### src/rtl/wino_pkg.sv
// wino_pkg -- shared definitions for the Winograd tile scheduler.
//   state_t      : scheduler FSM states (also exported on the debug port)
//   DIMW_DEF     : default width of feature-map dimensions and coordinates
//   TILE_IN      : input tile edge (4x4 data tile)
//   TILE_OUT     : output tile edge (2x2 Y result)
//   TILE_STRIDE  : step between neighbouring tiles in the input map
//   dim_ok()     : a feature-map dimension is usable when even and >= TILE_IN
package wino_pkg;

  localparam int DIMW_DEF    = 8;
  localparam int TILE_IN     = 4;
  localparam int TILE_OUT    = 2;
  localparam int TILE_STRIDE = 2;

  typedef enum logic [2:0] {
    S_IDLE  = 3'd0,
    S_LOADF = 3'd1,
    S_RUN   = 3'd2,
    S_DRAIN = 3'd3,
    S_DONE  = 3'd4
  } state_t;

  function automatic logic dim_ok(input logic [31:0] d);
    return (d[0] == 1'b0) && (d >= 32'(TILE_IN));
  endfunction

endpackage

### src/rtl/wino_tile_sched_if.sv
// wino_tile_sched_if -- kernel-side bus of the Winograd tile scheduler.
//   filt_ld            : one-cycle pulse latching the 3x3 filter into the kernel
//   tile_req           : scheduler requests the tile at (tile_row, tile_col)
//   tile_row, tile_col : top-left input coordinate of the requested tile
//   tile_ack           : tile buffer drives the tile into the kernel this cycle
//   kern_vld           : kernel data input valid (tile_req & tile_ack)
//   out_vld            : kernel Y output valid
//   out_row, out_col   : top-left output coordinate of the valid Y
//
// Handshake: tile_req is the valid, tile_ack the ready. A tile transfers on
// every rising edge where both are high; tile_row/tile_col stay stable while
// tile_req is high and no transfer has happened. tile_ack may be driven
// combinationally and may toggle freely; it has no effect while tile_req is low.
// out_vld has no back-pressure: every result is presented for exactly one cycle.
interface wino_tile_sched_if
  import wino_pkg::*;
#(
  parameter int DIMW = DIMW_DEF
);
  logic            filt_ld;
  logic            tile_req;
  logic [DIMW-1:0] tile_row;
  logic [DIMW-1:0] tile_col;
  logic            tile_ack;
  logic            kern_vld;
  logic            out_vld;
  logic [DIMW-1:0] out_row;
  logic [DIMW-1:0] out_col;

  modport master (
    output filt_ld, tile_req, tile_row, tile_col, kern_vld,
    output out_vld, out_row, out_col,
    input  tile_ack
  );

  modport slave (
    input  filt_ld, tile_req, tile_row, tile_col, kern_vld,
    input  out_vld, out_row, out_col,
    output tile_ack
  );
endinterface

### src/rtl/wino_lat_pipe.sv
// wino_lat_pipe -- LAT-deep delay line carrying a valid bit and a tile
// coordinate alongside the Winograd kernel, so each Y result leaves with the
// output coordinate of the tile that produced it.
//   clk, rstn          : clock, asynchronous active-low reset
//   flush              : clears every in-flight valid (the input included)
//   in_vld             : kernel input accepted this cycle
//   in_row, in_col     : coordinate travelling with that input
//   out_vld            : delayed valid, exactly LAT cycles after in_vld
//   out_row, out_col   : delayed coordinate
//   pend               : a valid is still in a stage before the output stage
module wino_lat_pipe #(
  parameter int DIMW = 8,
  parameter int LAT  = 3
) (
  input  logic            clk,
  input  logic            rstn,
  input  logic            flush,
  input  logic            in_vld,
  input  logic [DIMW-1:0] in_row,
  input  logic [DIMW-1:0] in_col,
  output logic            out_vld,
  output logic [DIMW-1:0] out_row,
  output logic [DIMW-1:0] out_col,
  output logic            pend
);

  logic [LAT-1:0]  vld_sr;
  logic [DIMW-1:0] row_sr [LAT];
  logic [DIMW-1:0] col_sr [LAT];

  always_ff @(posedge clk or negedge rstn) begin
    if (!rstn) begin
      vld_sr <= '0;
      for (int i = 0; i < LAT; i++) begin
        row_sr[i] <= '0;
        col_sr[i] <= '0;
      end
    end else begin
      vld_sr[0] <= in_vld & ~flush;
      row_sr[0] <= in_row;
      col_sr[0] <= in_col;
      for (int i = 1; i < LAT; i++) begin
        vld_sr[i] <= vld_sr[i-1] & ~flush;
        row_sr[i] <= row_sr[i-1];
        col_sr[i] <= col_sr[i-1];
      end
    end
  end

  // Stages short of the output: when none is valid, whatever is on out_vld
  // is the last result of the layer.
  always_comb begin
    pend = 1'b0;
    for (int i = 0; i < LAT - 1; i++) begin
      pend = pend | vld_sr[i];
    end
  end

  assign out_vld = vld_sr[LAT-1];
  assign out_row = row_sr[LAT-1];
  assign out_col = col_sr[LAT-1];

endmodule

### src/rtl/wino_tile_sched.sv
// wino_tile_sched -- walks a HxW input feature map in 4x4 tiles with stride 2
// (raster order, column fastest), feeds them to a Winograd F(2x2,3x3) kernel
// and tags each kernel result with its 2x2 output coordinate.
//   clk, rstn      : clock, asynchronous active-low reset
//   start          : begin a layer (honoured in IDLE only)
//   abort          : cancel the layer from LOADF/RUN/DRAIN
//   cfg_h, cfg_w   : feature-map height/width, sampled on an accepted start
//   bus            : kernel-side bus (filter load, tile handshake, Y output)
//   busy           : high in every state except IDLE
//   done           : one-cycle pulse at layer end (also after a config error)
//   err            : sticky config error, cleared by the next accepted start
//   dbg_state      : current FSM state
module wino_tile_sched
  import wino_pkg::*;
#(
  parameter int DIMW     = DIMW_DEF,
  parameter int KERN_LAT = 3
) (
  input  logic                    clk,
  input  logic                    rstn,
  input  logic                    start,
  input  logic                    abort,
  input  logic [DIMW-1:0]         cfg_h,
  input  logic [DIMW-1:0]         cfg_w,
  wino_tile_sched_if.master       bus,
  output logic                    busy,
  output logic                    done,
  output logic                    err,
  output state_t                  dbg_state
);

  state_t          state, state_nxt;
  logic [DIMW-1:0] tr, tc;            // tile indices (row, column)
  logic [DIMW-1:0] tr_last, tc_last;  // last tile index of the layer
  logic            err_q;
  logic            cfg_good;
  logic            hs;
  logic            last_tile;
  logic            abort_hit;
  logic            pend;

  assign cfg_good  = dim_ok(32'(cfg_h)) && dim_ok(32'(cfg_w));
  assign hs        = bus.tile_req & bus.tile_ack;
  assign last_tile = (tr == tr_last) && (tc == tc_last);
  assign abort_hit = abort &&
                     ((state == S_LOADF) || (state == S_RUN) || (state == S_DRAIN));

  always_ff @(posedge clk or negedge rstn) begin
    if (!rstn) begin
      state <= S_IDLE;
    end else begin
      state <= state_nxt;
    end
  end

  always_comb begin
    state_nxt = state;
    case (state)
      S_IDLE:  if (start) state_nxt = cfg_good ? S_LOADF : S_DONE;
      S_LOADF: state_nxt = S_RUN;
      S_RUN:   if (hs && last_tile) state_nxt = S_DRAIN;
      // The final result is on out_vld once nothing is left behind it.
      S_DRAIN: if (!pend) state_nxt = S_DONE;
      S_DONE:  state_nxt = S_IDLE;
      default: state_nxt = S_IDLE;
    endcase
    if (abort_hit) state_nxt = S_IDLE;
  end

  // Tile counters and layer configuration. A dimension D gives (D-2)/2 tiles,
  // so the last index is D/2 - 2.
  always_ff @(posedge clk or negedge rstn) begin
    if (!rstn) begin
      tr      <= '0;
      tc      <= '0;
      tr_last <= '0;
      tc_last <= '0;
      err_q   <= 1'b0;
    end else if (state == S_IDLE && start) begin
      tr    <= '0;
      tc    <= '0;
      err_q <= ~cfg_good;
      if (cfg_good) begin
        tr_last <= (cfg_h >> 1) - DIMW'(2);
        tc_last <= (cfg_w >> 1) - DIMW'(2);
      end
    end else if (abort_hit) begin
      tr <= '0;
      tc <= '0;
    end else if (hs) begin
      if (tc == tc_last) begin
        tc <= '0;
        if (tr != tr_last) tr <= tr + DIMW'(1);
      end else begin
        tc <= tc + DIMW'(1);
      end
    end
  end

  assign bus.filt_ld  = (state == S_LOADF);
  assign bus.tile_req = (state == S_RUN);
  assign bus.tile_row = tr << 1;
  assign bus.tile_col = tc << 1;
  assign bus.kern_vld = hs;

  // Input-tile origin (2*tr, 2*tc) equals the output-tile origin, so the
  // tile coordinate travels unchanged through the latency line.
  wino_lat_pipe #(
    .DIMW (DIMW),
    .LAT  (KERN_LAT)
  ) u_pipe (
    .clk     (clk),
    .rstn    (rstn),
    .flush   (abort_hit),
    .in_vld  (hs),
    .in_row  (bus.tile_row),
    .in_col  (bus.tile_col),
    .out_vld (bus.out_vld),
    .out_row (bus.out_row),
    .out_col (bus.out_col),
    .pend    (pend)
  );

  assign busy      = (state != S_IDLE);
  assign done      = (state == S_DONE);
  assign err       = err_q;
  assign dbg_state = state;

endmodule

### src/flat_wrapper.sv
// flat-port wrapper written by rule: the top's interface ports become plain ports
module wino_tile_sched_flat import wino_pkg::*;
#(
  parameter int DIMW     = DIMW_DEF,
  parameter int KERN_LAT = 3
)
  (clk, rstn, start, abort, cfg_h, cfg_w, busy, done, err, dbg_state, bus_filt_ld, bus_tile_req, bus_tile_row, bus_tile_col, bus_kern_vld, bus_out_vld, bus_out_row, bus_out_col, bus_tile_ack);
  wino_tile_sched_if #(.DIMW(DIMW)) bus_i ();
  input  logic clk;
  input  logic rstn;
  input  logic start;
  input  logic abort;
  input  logic [DIMW-1:0] cfg_h;
  input  logic [DIMW-1:0] cfg_w;
  output logic busy;
  output logic done;
  output logic err;
  output state_t dbg_state;
  output wire logic [$bits(bus_i.filt_ld)-1:0] bus_filt_ld;
  output wire logic [$bits(bus_i.tile_req)-1:0] bus_tile_req;
  output wire logic [$bits(bus_i.tile_row)-1:0] bus_tile_row;
  output wire logic [$bits(bus_i.tile_col)-1:0] bus_tile_col;
  output wire logic [$bits(bus_i.kern_vld)-1:0] bus_kern_vld;
  output wire logic [$bits(bus_i.out_vld)-1:0] bus_out_vld;
  output wire logic [$bits(bus_i.out_row)-1:0] bus_out_row;
  output wire logic [$bits(bus_i.out_col)-1:0] bus_out_col;
  input wire logic [$bits(bus_i.tile_ack)-1:0] bus_tile_ack;
  assign bus_filt_ld = bus_i.filt_ld;
  assign bus_tile_req = bus_i.tile_req;
  assign bus_tile_row = bus_i.tile_row;
  assign bus_tile_col = bus_i.tile_col;
  assign bus_kern_vld = bus_i.kern_vld;
  assign bus_out_vld = bus_i.out_vld;
  assign bus_out_row = bus_i.out_row;
  assign bus_out_col = bus_i.out_col;
  assign bus_i.tile_ack = bus_tile_ack;
  wino_tile_sched #(.DIMW(DIMW), .KERN_LAT(KERN_LAT)) u_core (.clk(clk), .rstn(rstn), .start(start), .abort(abort), .cfg_h(cfg_h), .cfg_w(cfg_w), .bus(bus_i), .busy(busy), .done(done), .err(err), .dbg_state(dbg_state));
endmodule
### config.mk
export PLATFORM = sky130hd
export DESIGN_NAME = wino_tile_sched_flat
export DESIGN_NICKNAME = d
export VERILOG_FILES = /design/src/rtl/wino_pkg.sv /design/src/rtl/wino_tile_sched_if.sv /design/src/rtl/wino_lat_pipe.sv /design/src/rtl/wino_tile_sched.sv /design/src/flat_wrapper.sv
export SDC_FILE = /design/constraint.sdc
export NUM_CORES = 1
export LEC_CHECK = 0
export ABC_AREA = 1
export CORE_MARGIN = 1
export CORE_UTILIZATION = 35
export DETAILED_ROUTE_END_ITERATION = 8
export SYNTH_ARGS = -nofsm -noshare
export SYNTH_HDL_FRONTEND = slang
export SYNTH_SLANG_ARGS = --single-unit
export TNS_END_PERCENT = 30
### constraint.sdc
create_clock -name clk -period 1.75 [get_ports clk]
set_input_delay 0.35 -clock clk [delete_from_list [all_inputs] [get_ports clk]]
set_output_delay 0.35 -clock clk [all_outputs]
set_load 0.02 [all_outputs]
; Word-level counts from Yosys, hierarchy flattened
; Index checks and enable logic that the tools add are counted.
[totals]
reg_bits = 81
input_bits = 21
out_inout_bits = 42
elab_cells = 70
[op_classes]
addsub = 4
n_lt_le_gt_ge = 2
n_eq_ne = 10
muxes = 15
n_bitwise = 9
n_reduce_logical = 17
[op_table]
columns = op, n
row1 = $mux W8, 9
row2 = $add A8 B1 Y8 const B, 2
row3 = $eq A8 B8 Y1, 2
row4 = $ge A8 B3 Y1 const B, 2
row5 = $sub A7 B2 Y8 const B, 2
row6 = $mux W3, 5
row7 = $pmux W3 S4, 1
row8 = $reduce_bool A3 Y1, 4
row9 = $ne A3 B3 Y1 const B, 3
row10 = $ne A8 B8 Y1, 1
row11 = $logic_and A1 B1 Y1, 7
row12 = $eq A3 B2 Y1 const B, 2
row13 = $reduce_and A3 Y1, 2
row14 = $and A1 B1 Y1, 4
row15 = $not A1 Y1, 4
row16 = $eq A3 B1 Y1 const B, 1
row17 = $eq A3 B3 Y1 const B, 1
row18 = $logic_not A3 Y1, 1
row19 = $logic_or A1 B1 Y1, 2
row20 = $reduce_and A2 Y1, 1
row21 = $or A1 B1 Y1, 1

; Logic depth before layout (Yosys ltp)
[depth]
word_depth = 7
ltp_mapped = 12
depth_no_buf = 12

; Cells and area by module
; From an unflattened synthesis, not the netlist that was laid out.
[unflattened]
cells_unflattened = 424
area_unflattened_um2 = 3997.6
[modules_own_cells]
columns = mod, instances, cells_per_inst, area_per_inst_um2, seq_area_each_um2
row1 = wino_tile_sched, 1, 350, 2575.0, 900.9
row2 = wino_lat_pipe, 1, 74, 1422.6, 1276.2

; Worst setup path after synthesis
; Ideal clock, no wire load.
[synth_timing]
kind = reg-to-reg
from = register u_core.state[2] (netlist: u_core.dbg_state[2])
to = register u_core.tr[6]
setup_time_ns = 0.074
t_arrival_ns = 1.529
t_required_ns = 1.676
slack_ns = 0.147
path_stages_with_launch = 12
period_less_slack_ns = 1.603
path_cell_list = dfrtp_1 -> inv_2 -> nand3_2 -> inv_2 -> nand2_2 -> inv_2 -> nand2_2 -> nand2_4 -> nand2_8 -> clkinv_8 -> nand2_2 -> o21ai_2
[synth_lines]
columns = element, line_no
row1 = "start, declared", wino_tile_sched.sv:32  ; state_t state, state_nxt;
row2 = "start signal, assigned", wino_tile_sched.sv:52  ; state <= state_nxt;
row3 = $eq A3 B2 Y1, wino_tile_sched.sv:101  ; assign bus.tile_req = (state == S_RUN);
row4 = net bus_tile_req, flat_wrapper.sv:20  ; output wire logic [$bits(bus_i.tile_req)-1:0] bus_tile_req;
row5 = $and A1 B1 Y1, wino_tile_sched.sv:43  ; assign hs = bus.tile_req & bus.tile_ack;
row6 = net bus_kern_vld, flat_wrapper.sv:23  ; output wire logic [$bits(bus_i.kern_vld)-1:0] bus_kern_vld;
row7 = $reduce_bool A3 Y1 (no line), --
row8 = $reduce_and A3 Y1 (no line), --
row9 = "end signal, assigned", wino_tile_sched.sv:93  ; if (tr != tr_last) tr <= tr + DIMW'(1);
row10 = "end, declared", wino_tile_sched.sv:33  ; logic [DIMW-1:0] tr, tc;
; The timed path passes the listed nets, and every way through them passes these cells.
; A chain may end at the register's enable or synchronous reset.

; Worst setup path in the final report
[layout_timing]
from = register u_core.state[0] (netlist: u_core.dbg_state[0])
to = output port bus_kern_vld
[layout_via]
elab_chain_len = 2
[layout_rtl]
columns = element, line_no
row1 = $eq A3 B2 Y1, wino_tile_sched.sv:101
row2 = $and A1 B1 Y1, wino_tile_sched.sv:43
row3 = "end, declared", flat_wrapper.sv:23
; No other way between the ends.

==> results.cfg <==
[cells_and_area]
diodes = 0
multiInputGateArea_um2 = 1250
drive_above_1_share = 0.215
seq_area_um2 = 2040
area_growth_syn_to_layout_pct = 27.4
final_area_um2 = 4750
fill_cells = 1018
final_nets = 515

[placed_design]
place_ws_ns = -0.266
io_buffer_count = 58
dp_hpwl_um = 5270
place_area_um2 = 4530
gp_congestion = 0.837

[grt]
grt_pass1_vias = 2563
grt_pass1_wl_um = 11900
antenna_found_initial = 0
gr-total-overflow = 0
track_usage = 0.138
grt_max_degree = 35

[floorplanning]
initial_core_util = 0.362
rows = 37
die_area_um2 = 11100
io-pin-count = 63
dieWidth_um = 105
die_h_um = 105
coreArea_um2 = 10300

[synthesis]
muxShareOfSynthArea = 0
synth-adder-area-share = 0.0201
ys.flop_type = dfrtp_1
synth.cell_area_um2 = 3730
synth_cells = 414
yosysUniqueCellTypes = 31
synth_top_area_frac = 0.543
ys_warn_count = 0
yosys-top-cells-area = dfrtp_1 (54%), nand2_1 (10%), buf_4 (6.4%), inv_1 (4.3%), nor2_1 (3.7%)
yosys.area_share.simple = 0.222
synthTopCellsByCount = nand2_1 (99), dfrtp_1 (81), inv_1 (43)
syn_avg_cell_area_um2 = 9.02
synth_seq_cells = 81
yosysTopAreaCell = dfrtp_1
synth_top_family_by_area = simple AND/OR/NAND/NOR gates
yosysMostFrequentCell = nand2_1
async_flop_share = 1.00
ys_seq_area_frac = 0.543
synth_compound_area_frac = 0.0577
synth_xor_area_frac = 0.0258
synth_edf_count = 0

[cts]
cts_tree = done
root_buffer = clkbuf_8
clk_pin_slew_worst_paths_ns = 0.08
clk_latency_ns = 0.35
h-tree-depth = 3
cts_buffers = 9
clk_path_buf_depth = 2
clock-sinks = 81

[critical_path]
critPathMaxStageDelay_ns = 0.40
crit_path_max_fanout = 4
reg2reg_slack_ns = 0.14
worst-path-buf-inv = 4
cp_common_cell = inv_2
worst_setup_path_start_kind = register
critPathTopFamily = buffers and inverters
rr_startpoint = u_core.dbg_state[1]
cp.arrival_ns = 1.30
crit_chain = inv_1 -> nand3_2 -> inv_2 -> nand2_2 -> inv_2 -> buf_2
worstSetupPathType = register to primary output
cp-end-kind = primary output
reg2reg_to = u_core.tc[5]
critPathSlowestCell = dfrtp_1
reg2reg_depth = 13
required_ns = 1.40

[timing]
finalHoldViolCount = 0
post-route-period-util = 0.945
setup_viol = 0
rsz0062_at_grt = yes
min_period_ns = 1.65
fin_skew_ns = 0.00924
max_freq_mhz = 605
worst_slack_ns = 0.0971
drv_slew = 0

[hold_path]
worstHoldPathType = input port to register
worstHoldEndpoint = u_core.tr_last[1]
min_from = cfg_h[2]
min_path_cells = 3

[drt]
num_vias = 2706
drtIter0Drc = 130
first_pass_iters = 4
drcViolationCount = 0
routed_wl_um = 6960
via_per_inst = 4.31
ant_nets = 0
avgRoutedWirePerCell_um = 11.1

[power]
vdd_drop_max_mv = 0.721
p_per_area_nw_per_um2 = 1400
leakage_uw = 0.00240

[job]
drv_cap = 0

[run_status]
status = finished, final reports clean
## registers in the layout, summed over array words and instances, names as in the netlist
register / flops
u_core.u_pipe.out_row: 7
u_core.tc: 8
u_core.u_pipe.row_sr: 14
u_core.err: 1
u_core.tr: 8
u_core.u_pipe.out_col: 7
u_core.dbg_state: 3
u_core.u_pipe.vld_sr: 3
u_core.tr_last: 8
u_core.tc_last: 8
u_core.u_pipe.col_sr: 14
## worst reg2reg max path: stages (launching register included)
cell and delay, ns:
dfrtp_2 0.45, inv_2 0.07, nand2_2 0.08, nor2_4 0.09, buf_4 0.13, nand2_4 0.06, nand2_4 0.09, inv_4 0.06
nand2_4 0.07, nand2_1 0.08, nor2_4 0.14, nand2_1 0.07, nand2_1 0.08, a21oi_2 0.03
## area by class of cell
class | instances | share of cell area
clock buffers | 9 | 0.0261
well taps | 136 | 0.0358
inverters | 58 | 0.0489
flip-flops and latches | 81 | 0.428
repair buffers | 95 | 0.178
multi-input cells | 243 | 0.264
clock inverters | 6 | 0.0195
## cells in the final DEF (no fill, tap or decap), types with 9 or more instances in the layout
master,netlist,routed
clkdlybuf4s50_1,0,32
nor2_1,37,36
buf_4,32,35
o21ai_0,13,13
dlygate4sd2_1,0,17
inv_1,43,43
clkbuf_8,0,9
nand2_1,99,99
nand3_1,11,11
o21ai_1,11,11
inv_2,12,12
dfrtp_1,81,74
## worst max-delay path by stage
stage / cells past startpoint / to / start
3_3_place_gp: 11 / u_core.tr_last[2] / cfg_h[2]
4_1_cts: 5 / bus_tile_req / u_core.dbg_state[2]
6_report: 6 / bus_kern_vld / u_core.dbg_state[0]
2_1_floorplan: 11 / u_core.tr[6] / u_core.dbg_state[2]
5_1_grt: 13 / u_core.tc[5] / u_core.dbg_state[1]
3_5_place_dp: 11 / u_core.tc_last[2] / cfg_h[2]
## power breakdown
| group | internal, uW | leakage [uW] | total [uW] | switching (uW) |
|---|---|---|---|---|
| sequential | 2380 | 0.00106 | 2700 | 312 |
| clock | 802 | 0.000102 | 1490 | 686 |
| combinational | 990 | 0.00123 | 2450 | 1460 |
| total | 4180 | 0.00240 | 6640 | 2460 |
## kinds of logic (layout without fill, tap and decap cells)
logic type | Yosys count | after routing
AND/OR/NAND/NOR | 183 | 183
buffers and inverters | 93 | 168
flip-flops | 81 | 81
AO/OA/AOI/OAI | 39 | 39
XOR/XNOR | 11 | 11
adder cells (fa/ha/maj) | 6 | 6
other | 1 | 4
## layer usage
| metal | part of all wire | GRT usage |
|---|---|---|
| met1 | 0.49 | 0.188 |
| met4 | 0.012 | 0.0513 |
| met5 | 0 | 0 |
| met2 | 0.46 | 0.214 |
| met3 | 0.042 | 0.0322 |
## stage by stage
stage               utilization  hold slack, ns  cells  total power (uW)  TNS (ns)
finish                    0.461           0.320    628              6640         0
global route              0.461           0.345    628              7120   -0.0169
CTS                       0.459           0.341    628              6690         0
detailed placement        0.439           0.333    612              5280     -4.29
floorplan                     -          0.0544    417              4400         0
global placement          0.439           0.328    612              5230     -3.67
## repair_timing
action | 4_1_cts | 5_1_grt
pin swaps | 0 | 2
endpoints found under the setup margin | 22 | 18
gates resized for setup | 31 | 20
buffers inserted | 0 | 0
hold endpoints to repair | 31 | 0
hold buffers | 1 | 0
Power figures use the tool's default switching activity.
